**config.mk**
```make
export PLATFORM = sky130hd
export DESIGN_NAME = alu_stream_flat
export DESIGN_NICKNAME = d
export VERILOG_FILES = /design/src/rtl/alu_stream_pkg.sv /design/src/rtl/alu_stream_if.sv /design/src/rtl/sync_fifo.sv /design/src/rtl/alu_stream.sv /design/src/flat_wrapper.sv
export SDC_FILE = /design/constraint.sdc
export NUM_CORES = 1
export LEC_CHECK = 0
export BUFFER_PORTS_ARGS = -buffer_cell sky130_fd_sc_hd__buf_2
export CORE_UTILIZATION = 45
export CTS_BUF_LIST = sky130_fd_sc_hd__clkbuf_16
export CTS_CLUSTER_DIAMETER = 200
export DETAILED_ROUTE_END_ITERATION = 16
export GPL_TIMING_DRIVEN = 0
export RECOVER_POWER = 25
export SYNTH_ARGS = -nofsm -noshare
export SYNTH_HDL_FRONTEND = slang
export SYNTH_SLANG_ARGS = --single-unit
```
**constraint.sdc**
```tcl
create_clock -name clk -period 6.5 [get_ports clk]
set_input_delay 1.3 -clock clk [delete_from_list [all_inputs] [get_ports clk]]
set_output_delay 1.3 -clock clk [all_outputs]
set_load 0.005 [all_outputs]
```
**src/rtl/alu_stream_pkg.sv**
```systemverilog
// Shared types and field layout for the streaming ALU.
package alu_stream_pkg;

   typedef enum logic [1:0] {
      ADD = 2'd0,
      SUB = 2'd1,
      MUL = 2'd2,
      DIV = 2'd3
   } op_t;

   typedef enum logic {
      IDLE = 1'b0,
      EXEC = 1'b1
   } state_t;

   // Operand word layout: {op, b, a}, a in the low W bits.
   localparam int OP_W = 2;

   function automatic int a_lsb(input int w);
      return 0;
   endfunction

   function automatic int b_lsb(input int w);
      return w;
   endfunction

   function automatic int op_lsb(input int w);
      return 2 * w;
   endfunction

endpackage

```
**src/rtl/alu_stream_if.sv**
```systemverilog
// Operand and result valid/ready streams of the ALU.
interface alu_stream_if
   import alu_stream_pkg::*;
#(
   parameter int W = 4
);
   logic                  in_valid;
   logic                  in_ready;
   logic [2*W+OP_W-1:0]   in_data;
   logic                  out_valid;
   logic                  out_ready;
   logic [2*W-1:0]        out_data;
   logic                  out_err;

   // Producer/consumer side (drives operands, accepts results).
   modport master (
      output in_valid, in_data, out_ready,
      input  in_ready, out_valid, out_data, out_err
   );

   // ALU side.
   modport slave (
      input  in_valid, in_data, out_ready,
      output in_ready, out_valid, out_data, out_err
   );
endinterface

```
**src/rtl/sync_fifo.sv**
```systemverilog
// Single-clock FIFO; pointers carry one wrap bit to tell full from empty.
module sync_fifo #(
   parameter int WIDTH = 8,
   parameter int DEPTH = 8
) (
   input  logic                     clk,
   input  logic                     reset,
   input  logic                     push,
   input  logic [WIDTH-1:0]         wdata,
   input  logic                     pop,
   output logic [WIDTH-1:0]         rdata,
   output logic                     full,
   output logic                     empty,
   output logic [$clog2(DEPTH):0]   level
);
   localparam int AW = $clog2(DEPTH);
   localparam int PW = AW + 1;

   logic [WIDTH-1:0] mem [DEPTH];
   logic [PW-1:0]    wr_ptr, rd_ptr;

   // Pointer update; storage is deliberately left uncleared by reset.
   always_ff @(posedge clk) begin
      if (!reset) begin
         wr_ptr <= '0;
         rd_ptr <= '0;
      end else begin
         if (push) wr_ptr <= wr_ptr + PW'(1);
         if (pop)  rd_ptr <= rd_ptr + PW'(1);
      end
   end

   // Storage write.
   always_ff @(posedge clk) begin
      if (push) mem[wr_ptr[AW-1:0]] <= wdata;
   end

   assign rdata = mem[rd_ptr[AW-1:0]];
   assign empty = (wr_ptr == rd_ptr);
   assign full  = (wr_ptr[AW-1:0] == rd_ptr[AW-1:0]) && (wr_ptr[AW] != rd_ptr[AW]);
   assign level = wr_ptr - rd_ptr;
endmodule

```
**src/rtl/alu_stream.sv**
```systemverilog
// Streaming ALU: operand FIFO -> single-op engine -> result FIFO, in order.
module alu_stream
   import alu_stream_pkg::*;
#(
   parameter int W          = 4,
   parameter int DEPTH      = 8,
   parameter int MUL_CYCLES = 3
) (
   input  logic                    clk,
   input  logic                    reset,
   alu_stream_if.slave             bus,
   output logic                    busy,
   output logic [$clog2(DEPTH):0]  in_level,
   output logic [$clog2(DEPTH):0]  out_level
);
   localparam int IW     = 2*W + OP_W;
   localparam int RW     = 2*W + 1;
   localparam int CW     = $clog2(MUL_CYCLES) + 1;
   localparam int OP_LSB = op_lsb(W);
   localparam int B_LSB  = b_lsb(W);

   logic          in_push, in_pop, in_full, in_empty;
   logic          out_push, out_pop, out_full, out_empty;
   logic [IW-1:0] in_head;
   logic [RW-1:0] out_head, res_word;

   sync_fifo #(.WIDTH(IW), .DEPTH(DEPTH)) u_in_fifo (
      .clk(clk), .reset(reset),
      .push(in_push), .wdata(bus.in_data),
      .pop(in_pop), .rdata(in_head),
      .full(in_full), .empty(in_empty), .level(in_level)
   );

   sync_fifo #(.WIDTH(RW), .DEPTH(DEPTH)) u_out_fifo (
      .clk(clk), .reset(reset),
      .push(out_push), .wdata(res_word),
      .pop(out_pop), .rdata(out_head),
      .full(out_full), .empty(out_empty), .level(out_level)
   );

   assign bus.in_ready  = reset && !in_full;
   assign in_push       = bus.in_valid && bus.in_ready;
   assign bus.out_valid = !out_empty;
   assign out_pop       = bus.out_valid && bus.out_ready;
   // Zero the result port when empty so stale storage never shows after reset.
   assign bus.out_data  = out_empty ? '0 : out_head[2*W-1:0];
   assign bus.out_err   = !out_empty && out_head[2*W];

   state_t         state, state_nxt;
   logic [CW-1:0]  cnt;
   logic [W-1:0]   a_q, b_q;
   op_t            op_q, op_in;
   logic           start;

   // Only start when a result slot is free: the push at the end of EXEC
   // then can never hit a full result FIFO.
   assign start = !in_empty && !out_full;
   assign op_in = op_t'(in_head[OP_LSB +: OP_W]);
   assign busy  = (state == EXEC);

   // Engine state register.
   always_ff @(posedge clk) begin
      if (!reset) state <= IDLE;
      else        state <= state_nxt;
   end

   // Engine next-state.
   always_comb begin
      state_nxt = state;
      case (state)
         IDLE:    if (start)      state_nxt = EXEC;
         EXEC:    if (cnt == '0)  state_nxt = IDLE;
         default:                 state_nxt = IDLE;
      endcase
   end

   // Engine outputs: pop operands on start, push result on last EXEC cycle.
   always_comb begin
      in_pop   = 1'b0;
      out_push = 1'b0;
      case (state)
         IDLE:    in_pop   = start;
         EXEC:    out_push = (cnt == '0);
         default: ;
      endcase
   end

   // Operand capture and latency countdown (cnt = remaining cycles - 1).
   always_ff @(posedge clk) begin
      if (!reset) begin
         cnt <= '0;
      end else if (in_pop) begin
         a_q  <= in_head[W-1:0];
         b_q  <= in_head[B_LSB +: W];
         op_q <= op_in;
         cnt  <= (op_in == MUL) ? CW'(MUL_CYCLES - 1) : '0;
      end else if (busy && cnt != '0) begin
         cnt <= cnt - CW'(1);
      end
   end

   logic [2*W-1:0] a_x, b_x, res;
   logic           err;
   assign a_x = {{W{1'b0}}, a_q};
   assign b_x = {{W{1'b0}}, b_q};

   // Arithmetic on the held operands; SUB is the exact difference in 2W bits.
   always_comb begin
      res = '0;
      err = 1'b0;
      case (op_q)
         ADD: res = a_x + b_x;
         SUB: res = a_x - b_x;
         MUL: res = a_x * b_x;
         DIV: begin
            if (b_q == '0) begin
               res = {a_q, {W{1'b1}}};
               err = 1'b1;
            end else begin
               res = {a_q % b_q, a_q / b_q};
            end
         end
         default: ;
      endcase
   end

   assign res_word = {err, res};
endmodule

```
**src/flat_wrapper.sv**
```systemverilog
// flat-port wrapper written by rule: the top's interface ports become plain ports
module alu_stream_flat import alu_stream_pkg::*;
#(
   parameter int W          = 4,
   parameter int DEPTH      = 8,
   parameter int MUL_CYCLES = 3
)
  (clk, reset, busy, in_level, out_level, bus_in_valid, bus_in_data, bus_out_ready, bus_in_ready, bus_out_valid, bus_out_data, bus_out_err);
  alu_stream_if #(.W(W)) bus_i ();
  input  logic clk;
  input  logic reset;
  output logic busy;
  output logic [$clog2(DEPTH):0] in_level;
  output logic [$clog2(DEPTH):0] out_level;
  input wire logic [$bits(bus_i.in_valid)-1:0] bus_in_valid;
  input wire logic [$bits(bus_i.in_data)-1:0] bus_in_data;
  input wire logic [$bits(bus_i.out_ready)-1:0] bus_out_ready;
  output wire logic [$bits(bus_i.in_ready)-1:0] bus_in_ready;
  output wire logic [$bits(bus_i.out_valid)-1:0] bus_out_valid;
  output wire logic [$bits(bus_i.out_data)-1:0] bus_out_data;
  output wire logic [$bits(bus_i.out_err)-1:0] bus_out_err;
  assign bus_i.in_valid = bus_in_valid;
  assign bus_i.in_data = bus_in_data;
  assign bus_i.out_ready = bus_out_ready;
  assign bus_in_ready = bus_i.in_ready;
  assign bus_out_valid = bus_i.out_valid;
  assign bus_out_data = bus_i.out_data;
  assign bus_out_err = bus_i.out_err;
  alu_stream #(.W(W), .DEPTH(DEPTH), .MUL_CYCLES(MUL_CYCLES)) u_core (.clk(clk), .reset(reset), .bus(bus_i), .busy(busy), .in_level(in_level), .out_level(out_level));
endmodule
```
# After elaboration in Yosys (flattened, before gate mapping)
# Memories as Yosys holds them, arrays and structs flattened. A register that Yosys moved wholly into a read port is not among the register bits.
# Cells that the tools add are included.
# op_classes
addsub	9
n_mul	1
n_div	2
n_eq_ne	10
muxes	21
bitwise	1
reduce_logical	18
# op_table
cell	n
$pmux 8 s4	1
$mux 3	6
$add 4x1->4 const B	4
$mux 8	2
$mux 1	10
$eq 4x4->1	2
$logic_and 1x1->1	8
$mul 4x4->8	1
$sub 4x4->4	2
$eq 2x2->1 const B	3
$eq 3x3->1	2
$add 4x4->5	1
$sub 4x4->5	1
$div 4x4->4	1
$logic_not 1->1	4
$logic_not 4->1	1
$mod 4x4->4	1
$logic_not 3->1	1
$reduce_bool 3->1	1
$sub 3x1->3 const B	1
$eq 2x1->1 const B	1
$logic_not 2->1	1
$mux 2	1
$ne 1x1->1	2
4 further kinds	4
# totals
register_bits	30
ram_bits	152
in_bits	14
output_inout_bits	20
word_cells	73
memories	2
# mem_list
memory	depth	width	rd	rd_ports_with_merged_regs	wr	line_no	text
u_core.u_in_fifo.mem	8	10	1	1	1	sync_fifo.sv:19	logic [WIDTH-1:0] mem [DEPTH];
u_core.u_out_fifo.mem	8	9	1	1	1	sync_fifo.sv:19	

# Depth between registers and ports, before layout
# logic_depth
word_depth	7
depth_mapped	21

# Modules after synthesis
# Synthesis repeated with hierarchy kept, for this count alone.
# hier_totals
hier_cells	599
hier_area_um2	9108.7
# modules_own_cells
mod	instances	cells_each	area_per_inst_um2	seq_area_each_um2
sync_fifo (u_core.u_in_fifo)	1	180	3654.8	2622.5
sync_fifo (u_core.u_out_fifo)	1	169	3360.7	2382.3
alu_stream	1	250	2093.3	380.4

# Worst setup path after synthesis
# Ideal clock, no wire load.
# synth_path
kind	reg2reg
from	reg u_core.b_q[0]
to	mem u_core.u_out_fifo.mem[0][4] (netlist bit) (data pin)
setup_ns	0.289
arrival_ns	4.418
t_required_ns	6.211
path_slack_ns	1.793
stages_incl_launch_ff	19
cell_sequence	edfxtp_1 > inv_1 > ha_1 > nor4b_1 > a2bb2oi_1 > ha_1 > o21a_1 > o21ai_1 > mux2i_1 > ha_1 > o21a_1 > o311a_1 > mux2_2 > ha_1 > nand2_1 > o21ai_2 > nand2_4 > mux2i_1 > mux4_2
# synth_via
elab_chain_cells	3
# synth_lines
item	line_no	text
start: declaration	alu_stream.sv:51	logic [W-1:0] a_q, b_q;
start signal: assignment	alu_stream.sv:94	b_q <= in_head[B_LSB +: W];
$mod 4x4->4 / $logic_not 4->1 (equally long branches)	alu_stream.sv:120, alu_stream.sv:116	
$mux 8	alu_stream.sv:116	if (b_q == '0) begin
$pmux 8 s4 (*)	alu_stream.sv:111	case (op_q)
named net u_core.res[4]	alu_stream.sv:102	logic [2*W-1:0] a_x, b_x, res;
end: declaration	sync_fifo.sv:19	
# The timed path passes the listed nets; every way through them passes the cells marked *.

# Worst setup path in the final report
# layout_path
from	reg u_core.b_q[0]
to	mem u_core.u_out_fifo.mem[4][6] (netlist bit) (data pin)
# Same word-level chain as after synthesis.

==> flow_metrics.env <==
export IMPL_synth_seq_cells=188
export IMPL_antenna_found_initial=0
export IMPL_syn_num_nets=652
export IMPL_num_vias=4801
export IMPL_status="complete, no violations"
export IMPL_post_synth_cell_area_avg_sq_um=15.0
export IMPL_slew_limit_headroom=0.163
export IMPL_placed_cell_area_sq_um=9280
export IMPL_grt_start_max_net_pins=21
export IMPL_multi_input_area_sq_um=3120
export IMPL_worstPathArrival_ns=5.93
export IMPL_die_h_um=141
export IMPL_drv_cap=0
export IMPL_drt_iter0_drc=320
export IMPL_ir_drop_mv=0.216
export IMPL_endpoint_kind="flip-flop"
export IMPL_drt_vias_per_instance=5.27
export IMPL_drcViolationCount=0
export IMPL_p_sw_frac=0.337
export IMPL_internal_power_mw=2.61
export IMPL_pwr_share_comb=0.340
export IMPL_pwr_share_seq=0.400
export IMPL_dieArea_sq_um=20000
export IMPL_area_growth_pct=12.6
export IMPL_layout_nets=706
export IMPL_syn_area_sq_um=8740
export IMPL_cts_sinks=188
export IMPL_holdBufCountCts=0
export IMPL_ctsResizeCount=0
export IMPL_max_slew_worst_pin_slew_ns=1.25
export IMPL_grt_pass1_wl_mm=26.2
export IMPL_ys_warnings_count=0
export IMPL_cts_tree="built"
export IMPL_gp_congestion=0.878
export IMPL_startpoint_type="flip-flop"
export IMPL_drt_total_wl_mm=16.5
export IMPL_htreeDepth=4
export IMPL_cts_made_buffers=17
export IMPL_synth_ff_type="edfxtp_1"
export IMPL_port_buffers=33
export IMPL_pin_count=34
export IMPL_final_setup_viol_count=0
export IMPL_critical_path_class="reg2reg"
export IMPL_fp_dieW_um=141
export IMPL_synth_area_leaders="edfxtp_1 56%, mux4_2 10%, ha_1 6.4%"
export IMPL_synth_cells=584
export IMPL_synth_cell_type_count=54
export IMPL_place_hpwl_mm=11.5
export IMPL_fin_tns_setup_ns=0
export IMPL_drtAntennaViolNets=0
export IMPL_final_period_utilization=0.899
export IMPL_fillers=1624
export IMPL_drive_above_1_share=0.186
export IMPL_finalPower_mw=3.93
export IMPL_cts_max_path_buffers=2
export IMPL_start_util=0.463
export IMPL_overflow=0
export IMPL_synth_area_leader_cell="edfxtp_1"
export IMPL_first_pass_iters=4
export IMPL_final_max_slew_viol_count=0
export IMPL_track_usage=0.177
export IMPL_synth_top_area_share=0.557
export IMPL_timing_fmax_mhz=171
export IMPL_clock_root_buffer="clkbuf_16"
export IMPL_finalHoldViolCount=0
export IMPL_path_max_fanout=9
export IMPL_worstHoldPathType="reg2reg"
export IMPL_power_switching_mw=1.32
export IMPL_synth_edf_count=162
export IMPL_grt_pass1_vias=4987
export IMPL_cp_required_ns=6.59
export IMPL_p_leak_nw=3.50
export IMPL_cts_reportedPaths_clkPinSlew_ns=0.07
export IMPL_layout_min_cycle_time_ns=5.84
export IMPL_core_area_sq_um=18900
export IMPL_async_reset_ff_frac=0
export IMPL_final_cell_area_sq_um=9840
export IMPL_p_per_area_nw_per_um2=399
export IMPL_post_cts_setup_buffers=0
export IMPL_clock_insertion_delay_worst_skew_ns=0.43
export IMPL_clkPwrFrac=0.260
export IMPL_rsz0062_at_grt="no"
export IMPL_seq_area_sq_um=5390
export IMPL_diodes=0
export IMPL_finClkSkew_ns=0.0115
export IMPL_core_rowCount=50
export IMPL_synth_seq_area_share=0.616
export IMPL_post_drt_wl_per_cell_um=18.1
-- cell type report --
type,instances,share of cell area
plain buffers,18,0.00915
flip-flops and latches,188,0.547
clock inverters,15,0.0169
multi-input cells,336,0.317
well taps,260,0.0330
clock buffers,17,0.0432
inverters,42,0.0160
repair buffers,35,0.0177
-- cell families after synthesis --
group | share of synthesized area
flops | 0.616
fa+ha+maj | 0.0851
compound gates | 0.0487
xor+xnor | 0.0261
simple gates | 0.0659
buf+inv | 0.0285
mux | 0.130
-- synthesized netlist by cell type (3+ instances only) --
cell,n
nand2_1,26
dfxtp_1,26
o22ai_1,3
and2_1,4
xor2_1,9
edfxtp_1,162
nor3_1,11
a21o_1,7
inv_1,41
o21ai_0,4
nor2_1,54
o21a_1,3
a21oi_1,24
fa_1,9
o21ai_1,12
buf_1,3
nand3_1,13
xnor2_1,17
buf_2,4
nand2b_1,4
mux4_2,39
mux2_2,11
ha_1,45
mux2i_1,13
clkbuf_1,8
-- per-layer routing --
metal / up-vias / track usage / wire [um]
met5: - / 0 / 0
met4: 0 / 0.0549 / 208
met3: 16 / 0.0351 / 578
met2: 84 / 0.304 / 8290
met1: 2404 / 0.228 / 7460
li1: 2297 / - / -
-- path summary, 6_finish.rpt --
kind                               startpoint                          end  slack, ns  cells after the start
setup reg to reg                u_core.b_q[0]  u_core.u_out_fifo.mem[4][6]       0.66                     18
setup / recovery                u_core.b_q[0]  u_core.u_out_fifo.mem[4][6]       0.66                     18
hold reg to reg   u_core.u_out_fifo.wr_ptr[0]  u_core.u_out_fifo.wr_ptr[0]       0.51                      2
hold / removal    u_core.u_out_fifo.wr_ptr[0]  u_core.u_out_fifo.wr_ptr[0]       0.51                      2
-- state kept, by name, summed over array words and instances, names as in the netlist, 4 cells and up, named ones only --
signal and flops:
u_core.u_out_fifo.rd_ptr 4, u_core.u_in_fifo.mem 80, u_core.u_in_fifo.wr_ptr 4, u_core.u_in_fifo.rd_ptr 4, u_core.u_out_fifo.wr_ptr 4, u_core.b_q 4
u_core.u_out_fifo.mem 72, u_core.a_q 4
-- power by group through the flow --
stage	clock [mW]	combinational, mW	sequential, mW
after floorplan	0	0.999	1.57
after global placement	0	1.32	1.60
after detailed placement	0	1.36	1.60
after CTS	1.04	1.36	1.57
after global routing	1.08	1.50	1.58
final	1.02	1.34	1.57
-- critical path, cell delays in order, from the launching register on --
cell       delay [ns]
edfxtp_1         0.56
inv_1            0.20
ha_1             0.19
nor4b_1          0.26
a2bb2oi_1        0.28
ha_1             0.29
o21a_1           0.13
o21ai_1          0.33
mux2i_1          0.34
ha_1             0.31
o21a_1           0.14
o311a_1          0.40
a21oi_1          0.37
ha_1             0.32
a21oi_1          0.19
o21ai_2          0.14
nand3_1          0.10
o21ai_1          0.07
o31ai_1          0.87
-- layout by cell type, fill, tap and decap left out, drive strengths merged, types with 2 or more instances in the layout --
master	instances
edfxtp	162
nor2	55
inv	52
ha	45
mux4	39
clkbuf	37
buf	33
nand2	27
dfxtp	26
a21oi	24
xnor2	17
o21ai	17
mux2i	13
nand3	13
mux2	11
nor3	11
xor2	9
fa	9
a21o	7
and2	4
nand2b	4
o21a	3
o22ai	3
clkinv	3
o311ai	2
o21bai	2
clkinvlp	2
nor3b	2
-- stage by stage --
stage	hold slack (ns)	util	setup slack, ns	instances
after CTS	0.510	0.522	0.654	911
after detailed placement	0.499	0.491	0.680	879
final	0.509	0.521	0.659	911
after global placement	0.485	0.488	0.924	877
after floorplan	0.467	-	1.79	584
after global routing	0.539	0.521	0.288	911
Note: power is estimated with default switching activity, not from simulation.
